`src/rtl/cgra_config_loader.sv`:
```
// ============================================================================
// Module      : cgra_config_loader
// Description : Streams host bitstream words LSB-first into the CGRA serial
//               configuration chain, one bit per shift_en cycle.
// Revision    : 1.0 - initial release
// ============================================================================
`default_nettype none

module cgra_config_loader #(
    parameter int WORD_W    = 32,
    parameter int CHAIN_LEN = 1656,
    parameter int CNT_W     = 11
) (
    input  logic              Config_Clock,
    input  logic              Config_Reset,
    input  logic              start,
    input  logic              abort,
    input  logic [WORD_W-1:0] word_data,
    input  logic              word_valid,
    output logic              word_ready,
    output logic              ConfigOut,
    output logic              shift_en,
    output logic              busy,
    output logic              done,
    output logic [CNT_W-1:0]  bits_left
);

    localparam int c_WC_W = $clog2(WORD_W + 1);

    typedef enum logic [1:0] {
        IDLE  = 2'd0,
        FETCH = 2'd1,
        SHIFT = 2'd2,
        DONE  = 2'd3
    } state_t;

    state_t              r_state;
    state_t              w_state_next;
    logic [WORD_W-1:0]   r_shreg;
    logic [CNT_W-1:0]    r_bits_left;
    logic [c_WC_W-1:0]   r_word_cnt;

    logic w_start_go;
    logic w_abort_go;
    logic w_accept;
    logic w_shift;

    always_ff @(posedge Config_Clock or negedge Config_Reset) begin
        if (!Config_Reset) begin
            r_state <= IDLE;
        end else begin
            r_state <= w_state_next;
        end
    end

    // abort outranks every other request, including a same-cycle start
    always_comb begin
        w_state_next = r_state;
        w_start_go   = 1'b0;
        w_abort_go   = 1'b0;
        w_accept     = 1'b0;
        w_shift      = 1'b0;
        case (r_state)
            IDLE, DONE: begin
                if (start && !abort) begin
                    w_start_go   = 1'b1;
                    w_state_next = FETCH;
                end
            end
            FETCH: begin
                if (abort) begin
                    w_abort_go   = 1'b1;
                    w_state_next = IDLE;
                end else if (word_valid) begin
                    w_accept     = 1'b1;
                    w_state_next = SHIFT;
                end
            end
            SHIFT: begin
                w_shift = 1'b1;
                if (abort) begin
                    w_abort_go   = 1'b1;
                    w_state_next = IDLE;
                end else if (r_bits_left == CNT_W'(1)) begin
                    w_state_next = DONE;
                end else if (r_word_cnt == c_WC_W'(1)) begin
                    w_state_next = FETCH;
                end
            end
            default: w_state_next = IDLE;
        endcase
    end

    always_ff @(posedge Config_Clock or negedge Config_Reset) begin
        if (!Config_Reset) begin
            r_shreg     <= '0;
            r_bits_left <= '0;
            r_word_cnt  <= '0;
        end else if (w_start_go) begin
            r_bits_left <= CNT_W'(CHAIN_LEN);
        end else if (w_abort_go) begin
            r_bits_left <= '0;
        end else if (w_accept) begin
            r_shreg <= word_data;
            // a short final word leaves its upper bits unshifted
            if (32'(r_bits_left) >= WORD_W) begin
                r_word_cnt <= c_WC_W'(WORD_W);
            end else begin
                r_word_cnt <= c_WC_W'(r_bits_left);
            end
        end else if (w_shift) begin
            r_shreg     <= r_shreg >> 1;
            r_bits_left <= r_bits_left - CNT_W'(1);
            r_word_cnt  <= r_word_cnt - c_WC_W'(1);
        end
    end

    assign word_ready = (r_state == FETCH);
    assign shift_en   = (r_state == SHIFT);
    assign ConfigOut  = (r_state == SHIFT) & r_shreg[0];
    assign busy       = (r_state == FETCH) || (r_state == SHIFT);
    assign done       = (r_state == DONE);
    assign bits_left  = r_bits_left;

endmodule

`default_nettype wire
```
`config.mk`:
```
export PLATFORM = sky130hd
export DESIGN_NAME = cgra_config_loader
export DESIGN_NICKNAME = d
export VERILOG_FILES = /design/src/rtl/cgra_config_loader.sv
export SDC_FILE = /design/constraint.sdc
export NUM_CORES = 1
export LEC_CHECK = 0
export CORE_MARGIN = 2
export CORE_UTILIZATION = 52
export DETAILED_ROUTE_END_ITERATION = 12
export PLACE_DENSITY = 0.8
export SYNTH_ARGS = -nofsm -noshare
export SYNTH_HDL_FRONTEND = slang
export SYNTH_SLANG_ARGS = --single-unit
```
`constraint.sdc`:
```
create_clock -name Config_Clock -period 2.7 [get_ports Config_Clock]
set_clock_uncertainty 0.1 [all_clocks]
set_input_delay 0.405 -clock Config_Clock [delete_from_list [all_inputs] [get_ports Config_Clock]]
set_output_delay 0.405 -clock Config_Clock [all_outputs]
set_load 0.02 [all_outputs]
```
# Word level (Yosys, flattened, before mapping)

Cells that the tools add are included.

$add $sub $neg: 2
Magnitude comparators: 1
Equal/unequal tests: 9
Multiplexer cells: 24
Bitwise operators: 3
Reduce and logical (&&, ||, !) cells: 11

Operator list:

| cell                                                  | number |
|---|---|
| 2-to-1 mux 32 bit                                     | 2 |
| 2-to-1 mux 11 bit                                     | 4 |
| 2-to-1 mux 6 bit                                      | 3 |
| 2-to-1 mux 2 bit                                      | 6 |
| equality test 11 x 1 -> 1 bit (second input constant) | 1 |
| >= comparator 11 x 6 -> 1 bit (second input constant) | 1 |
| subtractor 11 x 1 -> 11 bit (second input constant)   | 1 |
| 2-to-1 mux 1 bit                                      | 8 |
| equality test 6 x 1 -> 1 bit (second input constant)  | 1 |
| != test 3 bit (second input constant)                 | 2 |
| case mux 2 bit (3 select lines)                       | 1 |
| AND reduction 3 bit                                   | 2 |
| subtractor 6 x 1 -> 6 bit (second input constant)     | 1 |
| equality test 2 bit (second input constant)           | 2 |
| != test 4 x 2 -> 1 bit (second input constant)        | 1 |
| OR reduction 2 bit                                    | 2 |
| nonzero test 3 bit                                    | 1 |
| equality test 2 x 1 -> 1 bit (second input constant)  | 1 |
| logical NOT 2 bit                                     | 1 |
| != test 2 bit (second input constant)                 | 1 |
| inverter 1 bit                                        | 2 |
| AND reduction 2 bit                                   | 1 |
| nonzero test 2 bit                                    | 1 |
| AND 1 bit                                             | 1 |
| other kinds (3)                                       | 3 |

Register bits: 51
Output and inout bits: 16
Logic and storage cells: 54

# Logic depth before layout (Yosys ltp)

Depth in word-level cells: 6
Gate-level depth with buffers: 10
Mapped depth without buffers: 6

# Worst setup path before layout

Ideal clock, no wire load.

Path type: register to register
Start point: register r_state[0]
End point: register r_shreg[31]
Arrival time: 1.780 ns
Data required time: 2.479 ns
Path slack: 0.699 ns
Stages on the path, launching flop included: 9
Buffers on the path: 3
Cell sequence: dfrtp_1 inv_1 ha_1 buf_6 and3b_1 buf_6 or3_1 buf_2 a22o_1

Word-level cells in the longest chain between the ends: 5
Elaborated cells on any way between the ends: 15
Classes of those cells: eq/ne (3); mux (5); bitwise (2); reduce/logical (5)

Ends and longest elaborated chain:

| what                                                 | RTL line | source |
|---|---|---|
| from (decl)                                          | 37       | `state_t r_state;` |
| from (signal assigned)                               | 52       | `r_state <= w_state_next;` |
| equality test 2 x 1 -> 1 bit (tied with other cells) | 63       | `case (r_state)` |
| OR reduction 2 bit (on tied branches)                | n/a      |  |
| 2-to-1 mux 1 bit (on tied branches)                  | n/a      |  |
| inverter 1 bit (no source line)                      | n/a      |  |
| AND reduction 3 bit (no source line)                 | n/a      |  |
| to (signal assigned)                                 | 104      | `r_shreg <= word_data;` |
| to (signal assigned)                                 | 112      | `r_shreg <= r_shreg >> 1;` |
| to (decl)                                            | 39       | `logic [WORD_W-1:0] r_shreg;` |

Parallel ways exist; a longest one is shown, timed or not.
A chain may end at the register's enable or synchronous reset.

# Final worst setup path

Start point: register r_state[0]
End point: output port ConfigOut

Word-level cells in the longest chain between the ends: 2

Ends and longest elaborated chain:

| what                | RTL line | source |
|---|---|---|
| equality test 2 bit | 120      | `assign ConfigOut = (r_state == SHIFT) & r_shreg[0];` |
| AND 1 bit           | 120      |  |
| to (decl)           | 21       | `output logic ConfigOut,` |

Every way passes these cells.

==> summary.md <==
For the wire length of the first global-routing pass, the log shows 11.0 mm. The synthesized flop and latch total was 51. The logs give 6.53 mm for the total wire length after detailed routing and 54.2% for the effective utilization at floorplan. Synthesized area per cell: 8.60 um2. For this run, the leading register cell type out of synthesis is sky130_fd_sc_hd__dfrtp_1. The logs give 0 for the count of unresolved DRC violations after routing and 53 for the number of placed I/O pins. The number of cells after detailed placement is 432, and the count of fill cells added during filler insertion is 449. Counting flops with an async set or reset pin after synthesis yields a share of 100%.

The floorplan has 26 rows. The maximum buffer depth of the clock tree was 2. For the worst setup path, the data required time is 2.19 ns. The tools report the data arrival at the endpoint of the critical path as 1.92 ns. IR analysis of the VDD net gives a maximum drop of 0.674 mV. At the placement stage, the worst setup path has a slack of 0.218 ns. The logs give 52 for the pin count of the biggest net entering global routing and 46.2% for the relative slew slack. The highest fanout seen on the critical path was 14; the slew of the pin with the lowest slew margin was 0.807 ns. Yosys printed 0 warnings.

STA classifies the critical path endpoint as an output port. Sorting the synthesized cells by area gives the leading types as sky130_fd_sc_hd__dfrtp_1 (46%), sky130_fd_sc_hd__nand2_1 (9.3%), sky130_fd_sc_hd__a31oi_1 (8.1%). sky130_fd_sc_hd__nand2_1 is the most common cell in the netlist.

Summed over all cells, the static leakage comes to 1.45 nW. The chip height came out at 77.2 um. The clock period could shrink to 2.43 ns.

The number of global-route vias before repair was 2339; the count of TritonRoute iterations in the first routing pass was 5. At the end of the flow the core is filled with cells to 67.1%. Summed over all instances, the cell type with the most area after synthesis is sky130_fd_sc_hd__dfrtp_1.

Power spread over the standard cell area amounts to 1090 nW/um2. Setup repair after global routing left no endpoint under its margin. The number of clock sinks was 51; the number of endpoints with negative hold slack in the final report was 0. Of the post-synthesis cell area, the dominant cell type holds 45.8%. In this run, synthesis inferred 0 flip-flops with an integrated enable. The cell count after synthesis came out at 324. Dividing the detail-routed via count by the number of cells gives 5.79.

On the final layout, the worst hold slack is 0.105 ns. TritonCTS built the clock tree. For the cell area after technology mapping, the log shows 2790 um2.

The die is 77.2 um wide. The run finished with clean final reports. Once layout is complete, the cells apart from fillers number 440. Buffers inserted to repair hold after CTS numbered 0. The share of cells above drive strength 1 is 7.84%, and the number of violations reported at the end of detailed-routing iteration 0 is 211. Type of the tightest min-delay check: input pin to async pin.

At the end of routability-driven placement, the weighted congestion stood at 0.853. The total congestion overflow was 0. The layout-stage area growth over the synthesis result was 23.8%; the antenna violation net count after detailed routing was 0. The final setup violation count is 0. For the HPWL reported at the end of detailed placement, the log shows 4.41 mm. Summing the sequential cell areas from Yosys gives 45.8% of the chip area.

The type of the worst setup path is register to output port. The tools report the synthesized net count as 368. CTS built an H-tree with a depth of 2. For the sum of negative setup slack, the log shows 0 ns.

The commonest cells after synthesis are sky130_fd_sc_hd__nand2_1 (69), sky130_fd_sc_hd__dfrtp_1 (51), sky130_fd_sc_hd__nor2_1 (43). The logs give 0 for the initial antenna violation count and 2547 for the total number of vias. Counting the buffers created by CTS gives 5.

The count of final max-slew check failures was 0; the number of inserted diodes was 0. The tools report the kind of launch point of the worst setup path as a register. The region available for standard cell placement spans 5140 um2.

For this run, the total global-route usage over all layers was measured as 22.6%. Setup slack closes at 0.271 ns. After the last flow step, the layout net total stands at 413. Dividing the detail-routed wire length by the instance count gives 14.8 um. In the finished design, the share of the clock period the worst path needs comes to 90.0%.

The buffer type at the clock tree root was sky130_fd_sc_hd__clkbuf_8. The die covers 5960 um2. The tool flagged a number of max-cap violations equal to 0. The tools report the maximum clock frequency as 412 MHz. The later pin in the worst-skew pair is clocked with a latency of 0.31 ns. The number of different library cells used by synthesis comes to 47.

Clock-pin slew of the registers on the worst-case setup and hold paths: 0.09 ns. The number of port buffers was 52.
layout make-up:
| cell class | instances | area (um2) | share of cell area, % |
|---|---|---|---|
| Sequential cell | 51 | 1280 | 37.0 |
| Clock inverter | 3 | 46.3 | 1.34 |
| Tap cell | 70 | 87.6 | 2.54 |
| Multi-Input combinational cell | 240 | 1350 | 39.2 |
| Timing Repair Buffer | 61 | 583 | 16.9 |
| Clock buffer | 5 | 68.8 | 1.99 |
| Inverter | 10 | 37.5 | 1.09 |
cells by family after synthesis:
logic type      after synthesis  share of synthesized area [%]
flops                        51                           45.8
compound gates               87                           20.4
simple gates                143                           23.6
mux                           1                          0.404
xor+xnor                      2                          0.628
buf+inv                      33                           6.06
fa+ha+maj                     7                           3.14
critical path, stage by stage (launching register included):
cell	delay, ns
sky130_fd_sc_hd__dfrtp_1	0.43
sky130_fd_sc_hd__inv_1	0.08
sky130_fd_sc_hd__ha_2	0.35
sky130_fd_sc_hd__and2_1	0.17
sky130_fd_sc_hd__clkdlybuf4s50_1	0.59
what timing repair did:
action / 4_1_cts / 5_1_grt
resized for setup: 0 / 1
setup endpoints to repair: 0 / 1
setup buffers: 0 / 0
state kept, by name, summed over array words and instances, names as in the netlist:
name,cells
r_state,2
r_shreg,32
bits_left,11
r_word_cnt,6
where the power goes:
group | leakage, nW | internal (W) | switching [W] | total [W]
clock network | 0.0548 | 0.000279 | 0.000264 | 0.000543
registers | 0.585 | 0.00110 | 0.000258 | 0.00136
logic | 0.807 | 0.000789 | 0.00106 | 0.00185
total | 1.45 | 0.00217 | 0.00159 | 0.00375
layer usage:
layer | GRT usage (%) | wire length [um] | share of wire (%) | vias up
met5 | 0 | 0 | 0 | -
met4 | 6.61 | 93 | 1.4 | 0
met3 | 4.24 | 324 | 5.0 | 11
met2 | 34.6 | 3060 | 47 | 86
met1 | 32.8 | 3050 | 47 | 1223
li1 | - | - | - | 1227
worst paths after layout:
check	from	end	slack, ns	cells after the start
min	Config_Reset	r_shreg[0]	0.10	2
min reg2reg	r_shreg[31]	r_shreg[31]	0.42	1
min in group Config_Clock	r_shreg[31]	r_shreg[31]	0.42	1
max	r_state[0]	ConfigOut	0.27	4
max in group asynchronous	Config_Reset	bits_left[1]	1.97	2
max reg2reg	r_state[0]	bits_left[8]	0.30	6
through the flow:
step | instance area [um2] | total power, W
floorplan | 2790 | 0.00266
global placement | 3330 | 0.00311
detailed placement | 3330 | 0.00318
CTS | 3450 | 0.00374
global route | 3450 | 0.00405
finish | 3450 | 0.00375
layout by cell type, fill, tap and decap left out, drive strengths merged, types with 5 or more instances in the layout:
cell           synthesis  layout
a31oi                 36      36
nand2                 70      70
a41oi                  5       5
nor3                   8       8
dfrtp                 51      51
o21ai                 15      15
inv                   10      11
buf                   17      10
ha                     7       7
clkbuf                 6       5
nor2                  43      43
a21oi                 13      13
clkdlybuf4s50          0      51
Power figures use the tool's default switching activity.
